**src/rtl/multicycle_alu.sv**
```systemverilog
// multicycle_alu: handshaked ALU; add/sub/and/or/slt in one cycle, shift-add multiply over WIDTH cycles.
//   clk, rst_n (sync, active-low); in_valid/in_ready + op1, op2, aluCtrl command side;
//   out_valid/out_ready + result, zero, ovf, err registered result side.
module multicycle_alu #(
  parameter int WIDTH = 32,
  parameter int CNT_W = 6
) (
  input  logic             clk,
  input  logic             rst_n,
  input  logic             in_valid,
  output logic             in_ready,
  input  logic [WIDTH-1:0] op1,
  input  logic [WIDTH-1:0] op2,
  input  logic [2:0]       aluCtrl,
  output logic             out_valid,
  input  logic             out_ready,
  output logic [WIDTH-1:0] result,
  output logic             zero,
  output logic             ovf,
  output logic             err
);
  typedef enum logic [1:0] {IDLE, MUL, DONE} state_t;
  state_t state, state_nxt;
  logic [CNT_W-1:0] cnt;
  logic [WIDTH-1:0] mcand, mplier, acc, acc_nxt, sum, diff, alu_r;
  logic alu_o, alu_e, mul_z, accept, last;
  assign accept = state == IDLE && in_valid;
  assign last = cnt == CNT_W'(WIDTH - 1);
  assign in_ready = state == IDLE;
  assign out_valid = state == DONE;
  assign sum = op1 + op2;
  assign diff = op1 - op2;
  assign acc_nxt = acc + (mplier[0] ? mcand : '0);
  always_ff @(posedge clk)
    if (!rst_n) state <= IDLE;
    else state <= state_nxt;
  always_comb begin
    state_nxt = state;
    case (state)
      IDLE: if (in_valid) state_nxt = aluCtrl == 3'b001 ? MUL : DONE;
      MUL: if (last) state_nxt = DONE;
      DONE: if (out_ready) state_nxt = IDLE;
      default: state_nxt = IDLE;
    endcase
  end
  always_comb begin
    alu_r = '0;
    alu_o = 1'b0;
    alu_e = 1'b0;
    case (aluCtrl)
      3'b000: begin
        alu_r = sum;
        alu_o = op1[WIDTH-1] == op2[WIDTH-1] && sum[WIDTH-1] != op1[WIDTH-1];
      end
      3'b010: begin
        alu_r = diff;
        alu_o = op1[WIDTH-1] != op2[WIDTH-1] && diff[WIDTH-1] != op1[WIDTH-1];
      end
      3'b001: alu_r = '0;
      3'b011: alu_r = op1 & op2;
      3'b100: alu_r = op1 | op2;
      3'b101: alu_r = {{(WIDTH-1){1'b0}}, $signed(op1) < $signed(op2)};
      default: alu_e = 1'b1;
    endcase
  end
  // Multiply flags are parked in mul_z so visible outputs move only on the MUL->DONE edge.
  always_ff @(posedge clk)
    if (!rst_n) begin
      cnt <= '0;
      mcand <= '0;
      mplier <= '0;
      acc <= '0;
      mul_z <= 1'b0;
      result <= '0;
      zero <= 1'b0;
      ovf <= 1'b0;
      err <= 1'b0;
    end else if (accept) begin
      cnt <= '0;
      mcand <= op1;
      mplier <= op2;
      acc <= '0;
      mul_z <= op1 == op2;
      if (aluCtrl != 3'b001) begin
        result <= alu_r;
        zero <= op1 == op2;
        ovf <= alu_o;
        err <= alu_e;
      end
    end else if (state == MUL) begin
      acc <= acc_nxt;
      mcand <= mcand << 1;
      mplier <= mplier >> 1;
      cnt <= last ? '0 : cnt + CNT_W'(1);
      if (last) begin
        result <= acc_nxt;
        zero <= mul_z;
        ovf <= 1'b0;
        err <= 1'b0;
      end
    end
endmodule

```
**config.mk**
```make
export PLATFORM = sky130hd
export DESIGN_NAME = multicycle_alu
export DESIGN_NICKNAME = d
export VERILOG_FILES = /design/src/rtl/multicycle_alu.sv
export SDC_FILE = /design/constraint.sdc
export NUM_CORES = 1
export LEC_CHECK = 0
export CORE_MARGIN = 2
export CORE_UTILIZATION = 43
export DETAILED_ROUTE_END_ITERATION = 7
export PLACE_DENSITY = 0.7
export SETUP_SLACK_MARGIN = 0.02
export SLEW_MARGIN = 20
export SYNTH_ARGS = -nofsm -noshare
export SYNTH_HDL_FRONTEND = slang
export SYNTH_SLANG_ARGS = --single-unit
```
**constraint.sdc**
```tcl
create_clock -name clk -period 5.8 [get_ports clk]
set_input_delay 0.87 -clock clk [delete_from_list [all_inputs] [get_ports clk]]
set_output_delay 0.87 -clock clk [all_outputs]
set_load 0.01 [all_outputs]
```
# Yosys cells after proc, flatten, opt, wreduce, memory -nomap -nowiden
# Index checks and enable logic that the tools add are counted.
classes:
  n_bitwise: 3
  addsub: 4
  n_reduce_logical: 11
  magnitude_cmp: 1
  eq_ne: 18
  muxes: 28
ops:
  columns: ["op", "n"]
  rows:
  - ["$mux W32", 9]
  - ["$pmux W32 S5", 1]
  - ["$add A32 B32 Y32", 2]
  - ["$and A32 B32 Y32", 1]
  - ["$eq A32 B32 Y1", 1]
  - ["$lt A32 B32 Y1", 1]
  - ["$or A32 B32 Y32", 1]
  - ["$sub A32 B32 Y32", 1]
  - ["$mux W1", 11]
  - ["$mux W2", 4]
  - ["$add A6 B1 Y6 const B", 1]
  - ["$eq A3 B2 Y1 const B", 2]
  - ["$eq A3 B3 Y1 const B", 2]
  - ["$eq A6 B5 Y1 const B", 1]
  - ["$mux W6", 1]
  - ["$pmux W2 S3", 1]
  - ["$reduce_and A3 Y1", 2]
  - ["$reduce_or A6 Y1", 1]
  - ["$ne A2 B1 Y1 const B", 2]
  - ["$ne A2 B2 Y1 const B", 2]
  - ["$reduce_bool A2 Y1", 2]
  - ["$eq A3 B1 Y1 const B", 1]
  - ["$logic_and A1 B1 Y1", 3]
  - ["$logic_not A3 Y1", 1]
  - ["other kinds (9)", 11]
totals:
  elab_cells: 75
  reg_bits: 140
  output_inout_bits: 37
  inputBits: 71

# Logic depth before layout (Yosys ltp)
logic_depth:
  depth_word: 6
  mapped_depth: 14
  mapped_depth_nobuf: 13

# Worst setup path after synthesis
# Ideal clock, no wire load.
synth_path:
  kind: "input to register"
  startpoint: "in op1[7]"
  endpoint: "reg result[27]"
  slack_ps: 2520
  setup_ps: 125
  arrival_time_ps: 3155
  path_buffers: 1
  cell_stages: 10
  required_time_ps: 5675
  path_cell_list: "inv_1 ha_1 buf_2 or4_1 o41a_1 a2111oi_0 o31ai_1 xnor2_1 a221oi_1 o21ai_0"
synth_between:
  elab_chain_len: 4
synth_rtl:
  columns: ["item", "line_no", "source"]
  rows:
  - ["from (decl)", "12", "input logic [WIDTH-1:0] op1,"]
  - ["$sub A32 B32 Y32 / $add A32 B32 Y32 (equally long branches)", "32, 31", null]
  - ["$pmux W32 S5 (*)", "50", "case (aluCtrl)"]
  - ["$mux W32 (*)", "84", "if (aluCtrl != 3'b001) begin"]
  - ["$mux W32 (*)", "78", "end else if (accept) begin"]
  - ["to (signal assigned)", "85", "result <= alu_r;"]
  - ["to (signal assigned)", "96", "result <= acc_nxt;"]
  - ["to (decl)", "17", "output logic [WIDTH-1:0] result,"]
# Every way passes the cells marked *; elsewhere a longest branch is shown, timed or not. The select of a mux whose other input is x is not followed.
# A chain may end at the register's enable or synchronous reset.

# Worst setup path after layout
layout_path:
  startpoint: "in op1[3]"
  endpoint: "reg result[21]"
# The elaborated chain is that of the path after synthesis.

==> flow_summary_export.csv <==
group,metric,value,unit
outcome,status,"complete, no violations",
floorplan,die_x,175,um
hold_path,hp-class,"flip-flop to flip-flop",
synth,ys_ff_latch,140,
synth,synthTopCellsByArea,"dfxtp_1, ha_1, a21oi_1",
floorplan,core,28700,um2
synth,syn_avg_cell_area,7.30,um2
floorplan,row_count,62,
sta,fmax,239,MHz
power_and_ir_drop,power_leakage,5.85,nW
hold_path,worst_hold_path.num_cells,2,
clocking,cts_resized,0,
worst_setup_path,reg2reg_to,"result[26]$_SDFFE_PN0P_",
synth,synth_edf_count,0,
synth,syn_inst,1714,
worst_setup_path,cpMaxStageDelayCell,"clkdlybuf4s50_1",
sta,slew_headroom,22.2,%
placement,place.port_buffers,107,
clocking,cts_root_buffer,"clkbuf_16",
clocking,cts_buffers,17,
floorplan,dieHeight,175,um
finish,fin_area,14400,um2
clocking,path_clk_slew,0.07,ns
clocking,htree_levels,4,
routing,ant_nets,0,
synth,yosysTopAreaCell,"dfxtp_1",
clocking,cts_hold_buf,0,
clocking,cts_max_path_buffers,2,
routing,drcViolationCount,0,
synth,ys_types,82,
global_route,grt-ovfl-total,0,
worst_setup_path,criticalPathCategory,"primary input to flip-flop",
placement,post_dp_cell_area,13800,um2
synth,synth.most_common_cell,"a21oi_1",
global_route,grt_usage,30.2,%
placement,place_hpwl,34600,um
clocking,cts_setup_buffers,0,
power_and_ir_drop,power,3.22,mW
hold_path,min_to,"acc[3]$_SDFFE_PP0P_",
floorplan,start_util,43.6,%
routing,wl_per_cell,21.9,um
global_route,grt_pass1_wl,72100,um
routing,vias,13346,
finish,final_util,50.2,%
power_and_ir_drop,ir_worst_vdd,170,uV
finish,area_growth,15.1,%
finish,final_layout_size_suffix_gt1_share,5.06,%
sta,final-max-slew-violation-count,0,
clocking,clk_latency,0.45,ns
global_route,antenna_found_initial,0,
synth,syn_nets,1932,
global_route,grt_max_degree,91,
worst_setup_path,cp_slowest_stage_delay,0.58,ns
hold_path,hp-start,"acc[3]$_SDFFE_PP0P_",
finish,fill_cells,2899,
sta,whs,0.464,ns
finish,diodes,0,
synth,syn_area,12500,um2
routing,viasPerCell,6.23,
run,cap_violations,0,
worst_setup_path,path_max_fanout,8,
worst_setup_path,r2r_setup_slack,2.19,ns
worst_setup_path,path_cells,"clkdlybuf4s50_1, inv_1, ha_1, nand2_2, o31a_1, a211o_1, o41ai_2, nor3_1, a21oi_2, xnor2_1, a221oi_1, a21oi_1",
floorplan,design.portCount,108,
sta,period_share,72.1,%
routing,wirelength,47000,um
global_route,grt_pass1_vias,12550,
synth,yosysSeqAreaShare,22.4,%
worst_setup_path,worstPathArrival,4.49,ns
floorplan,die-area,30500,um2
routing,dr.pass1.iters,6,
sta,tightest_slew,1.16,ns
sta,setup_viol_count_final,0,
sta,finalSetupTns,0,ns
clocking,cts_tree,"yes",
sta,rsz0062_at_grt,"false",
worst_setup_path,reg2regPathDepth,12,
synth,synth_top_flop_cell,"dfxtp_1",
worst_setup_path,reg2reg_from,"mplier[0]$_SDFFE_PN0P_",
worst_setup_path,cp_data_required_time,6.11,ns
synth,async_flop_share,0,%
synth,synth_top_area_share,22.4,%
power_and_ir_drop,power.density,224,nW/um2
worst_setup_path,critPathLaunchType,"primary input",
finish,final_nets,1964,
worst_setup_path,crit_path_end_kind,"flip-flop",
placement,gp_congestion,0.978,
sta,skew,0.0165,ns
sta,post-route-min-period,4.18,ns
sta,finalHoldViolCount,0,
synth,yosysWarnings,0,
synth,synth_common_cells,"a21oi_1, nand2_1, o21ai_0",
routing,first_iter_violations,1538,
clocking,clock-sinks,140,
## kinds of logic after synthesis
family	count (synthesis)	share of synthesized area, %
buf+inv	228	7.23
fa+ha+maj	147	14.9
compound gates	657	32.9
simple gates	474	17.8
mux	7	0.560
flops	140	22.4
xor+xnor	61	4.27
## per-layer routing
layer	part of all wire, %	wire, um	up-vias	track usage, %
met5	0	0	-	0
met4	2.8	1340	0	9.55
met3	9.0	4210	92	7.44
met2	43	20300	602	46.0
met1	45	21100	6396	41.8
li1	-	-	6256	-
## final cells by class
| cell class | count | area (um2) | area share [%] |
|---|---|---|---|
| timing repair buffer | 125 | 1210 | 8.39 |
| clock buffer | 19 | 453 | 3.14 |
| clock inverter | 13 | 180 | 1.25 |
| sequential | 140 | 2800 | 19.5 |
| tap | 384 | 480 | 3.33 |
| multi-input combinational | 1346 | 8850 | 61.4 |
| inverter | 116 | 435 | 3.02 |
## registers in the layout, indices dropped and copies added, names as in the netlist, 2 cells and up
register / cells
result: 32
cnt: 6
mcand: 32
acc: 32
mplier: 32
state: 2
## critical path, delay by kind of cell
family,cells,cell delay (ns)
AOI/OAI and AO/OA,6,2.18
buffers and inverters,2,0.65
adders and majority gates,1,0.46
and+or+nand+nor,2,0.22
xor gates and xnor gates,1,0.10
## per-stage QoR
step | cells | worst slack, ns
global placement | 2111 | 1.38
global route | 2143 | 1.54
finish | 2143 | 1.62
CTS | 2143 | 1.76
floorplan | 1714 | 2.52
detailed placement | 2111 | 1.31
## worst max path at each step
| stage | start | end | slack, ns | depth (start not counted) |
|---|---|---|---|---|
| global placement | op1[4] | result[21]$_SDFFE_PN0P_ | 1.38 | 12 |
| global route | op1[2] | result[30]$_SDFFE_PN0P_ | 1.54 | 12 |
| floorplan | op1[7] | result[27]$_SDFFE_PN0P_ | 2.52 | 10 |
| finish | op1[3] | result[21]$_SDFFE_PN0P_ | 1.62 | 12 |
| detailed placement | op1[3] | result[21]$_SDFFE_PN0P_ | 1.31 | 12 |
| CTS | op1[3] | result[21]$_SDFFE_PN0P_ | 1.76 | 12 |
## cells in the final DEF, fill, tap and decap left out, types with 18 or more instances in the layout
cell type        count
a221oi_1            20
clkdlybuf4s50_1    105
a211oi_1            18
nor2_1             115
nand3_1             33
a21oi_1            209
nand4_1             19
inv_1              113
and2_1              34
ha_1               144
nand2_1            164
o22ai_1             54
dfxtp_1            140
a31oi_1             20
o21ai_0            164
xnor2_1             49
nor3_1              24
## report_power, final
group	internal (mW)	leakage, nW	switching (mW)
Clock	0.713	0.310	0.517
Sequential	1.03	1.15	0.0629
Combinational	0.333	4.39	0.570
Total	2.07	5.85	1.15
(Power assumes the default switching activity.)
